`src/rtl/clock_time_setter.sv`:
```
// Time-setting controller for the BCD clock counter chain: freezes the counters,
// edits a shadow hh:mm:ss with inc/dec plus auto-repeat, and strobes load on exit.
module clock_time_setter #(
    parameter int REPEAT_DELAY  = 12_500_000,
    parameter int REPEAT_PERIOD = 2_500_000,
    parameter int BLINK_HALF    = 6_250_000
) (
    input  logic       clk,
    input  logic       resetn,
    input  logic       btn_mode,
    input  logic       btn_inc,
    input  logic       btn_dec,
    input  logic [3:0] cur_sec1,
    input  logic [3:0] cur_sec10,
    input  logic [3:0] cur_min1,
    input  logic [3:0] cur_min10,
    input  logic [3:0] cur_hour1,
    input  logic [3:0] cur_hour10,
    output logic [3:0] set_sec1,
    output logic [3:0] set_sec10,
    output logic [3:0] set_min1,
    output logic [3:0] set_min10,
    output logic [3:0] set_hour1,
    output logic [3:0] set_hour10,
    output logic       load,
    output logic       run_en,
    output logic [1:0] mode,
    output logic [2:0] blink_mask
);
    localparam int RMAX = (REPEAT_DELAY > REPEAT_PERIOD) ? REPEAT_DELAY : REPEAT_PERIOD;
    localparam int RW   = (RMAX > 1) ? $clog2(RMAX) : 1;
    localparam int BW   = (BLINK_HALF > 1) ? $clog2(BLINK_HALF) : 1;
    localparam logic [RW-1:0] DELAY_LAST  = RW'(REPEAT_DELAY - 1);
    localparam logic [RW-1:0] PERIOD_LAST = RW'(REPEAT_PERIOD - 1);
    localparam logic [BW-1:0] BLINK_LAST  = BW'(BLINK_HALF - 1);

    // The state encoding doubles as the mode output.
    typedef enum logic [1:0] {RUN = 2'd0, SET_HR = 2'd1, SET_MIN = 2'd2, SET_SEC = 2'd3} state_t;

    state_t        state, state_d;
    logic          mode_q, inc_q, dec_q;
    logic          load_d;
    logic [3:0]    h10_d, h1_d, m10_d, m1_d, s10_d, s1_d;
    logic [RW-1:0] rep_cnt, rep_cnt_d;
    logic          rep_per, rep_per_d;
    logic [BW-1:0] blink_cnt, blink_cnt_d;
    logic          blink_phase, blink_phase_d;
    logic          mode_edge, inc_edge, dec_edge;
    logic          step, step_up;

    assign mode_edge = btn_mode & ~mode_q;
    assign inc_edge  = btn_inc & ~inc_q;
    assign dec_edge  = btn_dec & ~dec_q;

    // Two-digit BCD field treated as one value in 0..max, wrapping both ways.
    function automatic logic [7:0] bcd_step(input logic [3:0] tens, input logic [3:0] ones,
                                            input logic [6:0] max, input logic up);
        logic [6:0] v;
        v = 7'(tens) * 7'd10 + 7'(ones);
        if (up) v = (v == max) ? 7'd0 : v + 7'd1;
        else    v = (v == 7'd0) ? max : v - 7'd1;
        return {4'(v / 7'd10), 4'(v % 7'd10)};
    endfunction

    always_comb begin
        state_d       = state;
        load_d        = 1'b0;
        {h10_d, h1_d} = {set_hour10, set_hour1};
        {m10_d, m1_d} = {set_min10, set_min1};
        {s10_d, s1_d} = {set_sec10, set_sec1};
        rep_cnt_d     = rep_cnt;
        rep_per_d     = rep_per;
        step          = 1'b0;
        step_up       = 1'b0;
        if (blink_cnt == BLINK_LAST) begin
            blink_cnt_d   = '0;
            blink_phase_d = ~blink_phase;
        end else begin
            blink_cnt_d   = blink_cnt + BW'(1);
            blink_phase_d = blink_phase;
        end

        if (state == RUN || mode_edge) begin
            rep_cnt_d     = '0;
            rep_per_d     = 1'b0;
            blink_cnt_d   = '0;
            blink_phase_d = 1'b0;
            if (mode_edge) begin
                case (state)
                    RUN: begin
                        state_d       = SET_HR;
                        {h10_d, h1_d} = {cur_hour10, cur_hour1};
                        {m10_d, m1_d} = {cur_min10, cur_min1};
                        {s10_d, s1_d} = {cur_sec10, cur_sec1};
                    end
                    SET_HR:  state_d = SET_MIN;
                    SET_MIN: state_d = SET_SEC;
                    default: begin
                        state_d = RUN;
                        load_d  = 1'b1;
                    end
                endcase
            end
        end else if (btn_inc && btn_dec) begin
            rep_cnt_d = '0;
            rep_per_d = 1'b0;
        end else if (inc_edge || dec_edge) begin
            step      = 1'b1;
            step_up   = inc_edge;
            rep_cnt_d = '0;
            rep_per_d = 1'b0;
        end else if (btn_inc || btn_dec) begin
            // First repeat after the delay, then every period.
            step_up = btn_inc;
            if (rep_cnt == (rep_per ? PERIOD_LAST : DELAY_LAST)) begin
                step      = 1'b1;
                rep_cnt_d = '0;
                rep_per_d = 1'b1;
            end else begin
                rep_cnt_d = rep_cnt + RW'(1);
            end
        end else begin
            rep_cnt_d = '0;
            rep_per_d = 1'b0;
        end

        if (step) begin
            blink_cnt_d   = '0;
            blink_phase_d = 1'b0;
            case (state)
                SET_HR:  {h10_d, h1_d} = bcd_step(set_hour10, set_hour1, 7'd23, step_up);
                SET_MIN: {m10_d, m1_d} = bcd_step(set_min10, set_min1, 7'd59, step_up);
                SET_SEC: {s10_d, s1_d} = bcd_step(set_sec10, set_sec1, 7'd59, step_up);
                default: ;
            endcase
        end
    end

    always_ff @(posedge clk) begin
        if (resetn) begin
            state       <= RUN;
            mode_q      <= 1'b1;
            inc_q       <= 1'b1;
            dec_q       <= 1'b1;
            load        <= 1'b0;
            {set_hour10, set_hour1, set_min10, set_min1, set_sec10, set_sec1} <= '0;
            rep_cnt     <= '0;
            rep_per     <= 1'b0;
            blink_cnt   <= '0;
            blink_phase <= 1'b0;
        end else begin
            state       <= state_d;
            mode_q      <= btn_mode;
            inc_q       <= btn_inc;
            dec_q       <= btn_dec;
            load        <= load_d;
            {set_hour10, set_hour1, set_min10, set_min1, set_sec10, set_sec1}
                        <= {h10_d, h1_d, m10_d, m1_d, s10_d, s1_d};
            rep_cnt     <= rep_cnt_d;
            rep_per     <= rep_per_d;
            blink_cnt   <= blink_cnt_d;
            blink_phase <= blink_phase_d;
        end
    end

    assign mode   = state;
    assign run_en = (state == RUN);

    always_comb begin
        blink_mask = 3'b000;
        case (state)
            SET_HR:  blink_mask = {blink_phase, 2'b00};
            SET_MIN: blink_mask = {1'b0, blink_phase, 1'b0};
            SET_SEC: blink_mask = {2'b00, blink_phase};
            default: blink_mask = 3'b000;
        endcase
    end
endmodule

```
`config.mk`:
```
export PLATFORM = sky130hd
export DESIGN_NAME = clock_time_setter
export DESIGN_NICKNAME = d
export VERILOG_FILES = /design/src/rtl/clock_time_setter.sv
export SDC_FILE = /design/constraint.sdc
export NUM_CORES = 1
export LEC_CHECK = 0
export BUFFER_PORTS_ARGS = -buffer_cell sky130_fd_sc_hd__buf_2
export CAP_MARGIN = 0
export CORE_MARGIN = 3
export CORE_UTILIZATION = 30
export DETAILED_ROUTE_END_ITERATION = 6
export GPL_ROUTABILITY_DRIVEN = 1
export PLACE_DENSITY_LB_ADDON = 0.3
export SLEW_MARGIN = 0
export SYNTH_ARGS = -nofsm -noshare
export SYNTH_HDL_FRONTEND = slang
export SYNTH_SLANG_ARGS = --single-unit
export TNS_END_PERCENT = 50
```
`constraint.sdc`:
```
create_clock -name clk -period 12.7 [get_ports clk]
set_input_delay 0 -clock clk [delete_from_list [all_inputs] [get_ports clk]]
set_output_delay 0 -clock clk [all_outputs]
set_load 0.02 [all_outputs]
```
==> impl_metrics.ini <==
[worst_hold_path]
holdCritPathClass = in -> reg

[die]
placement_rows = 55
core_area_sq_um = 22800
floorplan.die.width_um = 159
die-area_sq_um = 25400
start_util = 0.309
boundaryPins = 60
fp.dieH_um = 159

[sta]
setup_repair_after_global_routing_missed_its_margin = false
finalSetupViolations = 0
share_of_the_cycle_needed_by_the_critical_path_after_routing = 0.395
worst_slew_pin_slew_ps = 825
period_minus_slack_ps = 5020
fmax_mhz = 199
final_skew_ps = 8.66
relSlewSlack = 0.448
finalMaxSlewViolations = 0
accumulated_negative_setup_slack_ps = 0
count_of_endpoints_failing_hold_in_the_final_timing_report = 0
worst_hold_slack_ps = 22.7

[route]
drt_iter0_drcs = 520
routed_wl_mm = 19.8
routed_via_density = 5.32
detailedRoute.firstPassIterationCount = 5
route.antenna.remaining_nets = 0
routed-via-count = 6793
post-route-drc-count = 0
wl_per_cell_um = 15.5

[outcome]
status = finished, final reports clean

[pwr]
comb_power_share = 0.368
ir_worst_vdd_mv = 0.0518
power-per-cell-area_nw_per_um2 = 105
clock_power_share = 0.330
power.net_switching_mw = 0.313
fraction_of_power_spent_switching_nets = 0.369
power_frac_seq = 0.302
leakage_nw = 3.11
power_report.internal_total_mw = 0.534

[setup_path]
critPathSlowestCell = sky130_fd_sc_hd__fa_1
cp_cell_sequence = ha_1, ha_1, fa_1, xor3_1, a211oi_1, o21ai_0, o21ai_2, or2_2, a21oi_1, or2_2, a22oi_1, and2_1, ha_1, inv_1, a311oi_1, nor2_1, o41ai_1
cp.buffers_inverters = 1
worst-endpoint-arrival_ps = 5260
setup.worst_path.class = reg -> reg
timing.critical_path.max_delay_family = compound AO/OA/AOI/OAI gates
cp.required_ps = 12940
slowest_delay_ps = 630
crit_fanout = 8
crit_top_cell = sky130_fd_sc_hd__ha_1
startpoint_type = flop
crit_path_end_kind = flop

[final_layout]
finish.net_count = 1036
n_antenna_cell = 0
syn2layout_area_growth_pct = 14.4
finalNonFillerCells = 1278
drive_above_1_share = 0.125

[yosys]
yosysWarnings = 0
synth_area_leaders = sky130_fd_sc_hd__dfxtp_1, sky130_fd_sc_hd__ha_1, sky130_fd_sc_hd__nor2_1
edff_count_synth = 0
syn_avg_cell_area_sq_um = 7.75
ys_ff_latch = 79
post_synth_instance_area_sq_um = 7050
seq_area_frac_synth = 0.224
synth_largest_type_area_fraction = 0.224
postSynthNetCount = 986
synth_cell_types = 92
synth_async_sr_flop_share = 0
yosys_most_used_dff = sky130_fd_sc_hd__dfxtp_1
synth.largest_area_cell = sky130_fd_sc_hd__dfxtp_1
synthCells = 910

[place]
place.gp.congestion = 0.860
io_buffer_count = 59
hpwl_detailed_mm = 14.8
dp_cells = 1248

[cts]
cts_max_path_buffers = 2
numCtsBuffers = 9
clock-sinks = 79
clk_root_buffer_cell = sky130_fd_sc_hd__clkbuf_16
clk-insertion-delay-late_ps = 350
clock_tree.htree_level_count = 3
cts.reportedPaths.clkPinSlew_ps = 70
number_of_cells_upsized_or_downsized_after_cts = 0
tritoncts_clock_tree = built

[grt]
grt_pass1_vias = 6333
number_of_antenna_violations_at_the_first_check_in_global_routing = 0
global_route_wire_length_before_repair_mm = 32.0
globalRouteTotalUtil = 0.151
grt-ovfl-total = 0
pin_count_of_the_biggest_net_entering_global_routing = 36

[job]
drv_cap = 0
-- power by group through the flow --
| stage | sequential, mW | clock (mW) | combinational (mW) |
|---|---|---|---|
| floorplan | 0.264 | 0 | 0.238 |
| global placement | 0.262 | 0 | 0.302 |
| detailed placement | 0.262 | 0 | 0.303 |
| CTS | 0.256 | 0.288 | 0.308 |
| global route | 0.257 | 0.297 | 0.346 |
| finish | 0.256 | 0.279 | 0.312 |
-- Yosys cell counts, drive strengths merged (5+ instances only) --
master  count
and4        6
a31oi       6
o21ai      38
o211ai      9
nor4       14
a221oi      6
mux2i      14
nand4      16
nand2b      8
a211oi     19
o21a        9
a311oi     18
xnor2      35
nor3b       9
nand2      83
xor2       32
ha         41
o211a       9
fa          6
nor2      110
inv        34
nand3      48
buf        15
or3         9
clkbuf     25
a211o       5
and3       18
nor3       30
a21oi      42
or2        14
dfxtp      79
nor2b       7
and2       11
a21o       12
-- cell type report --
cell class              instances  area [sq um]
fillers                      2448         14800
clock inverters                 5          66.3
flip-flops and latches         79          1580
clock buffers                  11           243
repair buffers                 79           480
multi-input cells             757          5180
well taps                     313           392
inverters                      34           128
-- worst reg2reg max path, cell delays in order (launching register included) --
cell	delay, ps
sky130_fd_sc_hd__dfxtp_1	460
sky130_fd_sc_hd__ha_1	290
sky130_fd_sc_hd__ha_1	210
sky130_fd_sc_hd__fa_1	630
sky130_fd_sc_hd__xor3_1	370
sky130_fd_sc_hd__a211oi_1	470
sky130_fd_sc_hd__o21ai_0	220
sky130_fd_sc_hd__o21ai_2	300
sky130_fd_sc_hd__or2_2	200
sky130_fd_sc_hd__a21oi_1	90
sky130_fd_sc_hd__or2_2	320
sky130_fd_sc_hd__a22oi_1	260
sky130_fd_sc_hd__and2_1	210
sky130_fd_sc_hd__ha_1	200
sky130_fd_sc_hd__inv_1	100
sky130_fd_sc_hd__a311oi_1	220
sky130_fd_sc_hd__nor2_1	80
sky130_fd_sc_hd__o41ai_1	280
-- registers in the layout, summed over array words and instances, names as in the netlist, 4 cells and up --
register and cells:
blink_cnt 23, rep_cnt 24, set_hour1 4, set_hour10 4
set_min1 4, set_min10 4, set_sec1 4, set_sec10 4
-- per-stage QoR --
| stage | cell area, sq um | util | setup slack, ps | power (mW) |
|---|---|---|---|---|
| 6_report | 8070 | 0.353 | 7680 | 0.847 |
| 3_3_place_gp | 7620 | 0.334 | 7940 | 0.564 |
| 2_1_floorplan | 7050 | - | 7970 | 0.502 |
| 4_1_cts | 8070 | 0.353 | 7760 | 0.853 |
| 3_5_place_dp | 7620 | 0.334 | 7760 | 0.565 |
| 5_1_grt | 8070 | 0.353 | 7300 | 0.899 |
-- per-layer routing --
layer | global-route usage | routed length, um | vias to the layer above
li1 | - | - | 3456
met1 | 0.214 | 9880 | 3147
met2 | 0.239 | 8820 | 174
met3 | 0.0180 | 834 | 16
met4 | 0.0501 | 270 | 0
met5 | 0 | 0 | -
-- what timing repair did --
action / CTS / global route
buffers inserted: 0 / 0
endpoints found under the hold margin: 14 / 0
hold buffers: 14 / 0
-- logic make-up after synthesis --
| kind of cell | count (synthesis) | share of synthesized area |
|---|---|---|
| AOI/OAI and AO/OA | 224 | 0.240 |
| xor gates and xnor gates | 69 | 0.0929 |
| adders and majority gates | 49 | 0.0926 |
| buffers and inverters | 74 | 0.0426 |
| DFF | 79 | 0.224 |
| muxes | 16 | 0.0236 |
| and+or+nand+nor | 399 | 0.284 |
-- worst paths after layout --
check | from | to | slack [ps] | depth (start not counted)
worst max register to register | set_sec10[3] | set_sec1[1] | 7680 | 17
worst min register to register | blink_cnt[0] | blink_cnt[0] | 460 | 1
worst min-delay path | cur_sec10[0] | set_sec10[0] | 20 | 3
worst max-delay path | set_sec10[3] | set_sec1[1] | 7680 | 17
-- placed cells by master (no fill, tap or decap), drive strengths merged, types with 9 or more instances in the layout --
cell	instances
nand4	16
and3	18
buf	65
a21oi	42
o21ai	38
xor2	32
nand2	83
nor3b	9
and2	11
ha	41
nor3	30
or2	14
inv	35
nor2	110
nand3	48
or3	9
dlygate4sd3	14
o211a	9
o21a	9
o211ai	9
a311oi	18
clkbuf	11
dfxtp	79
a21o	12
mux2i	14
xnor2	35
a211oi	19
nor4	14
(Power assumes the default switching activity.)
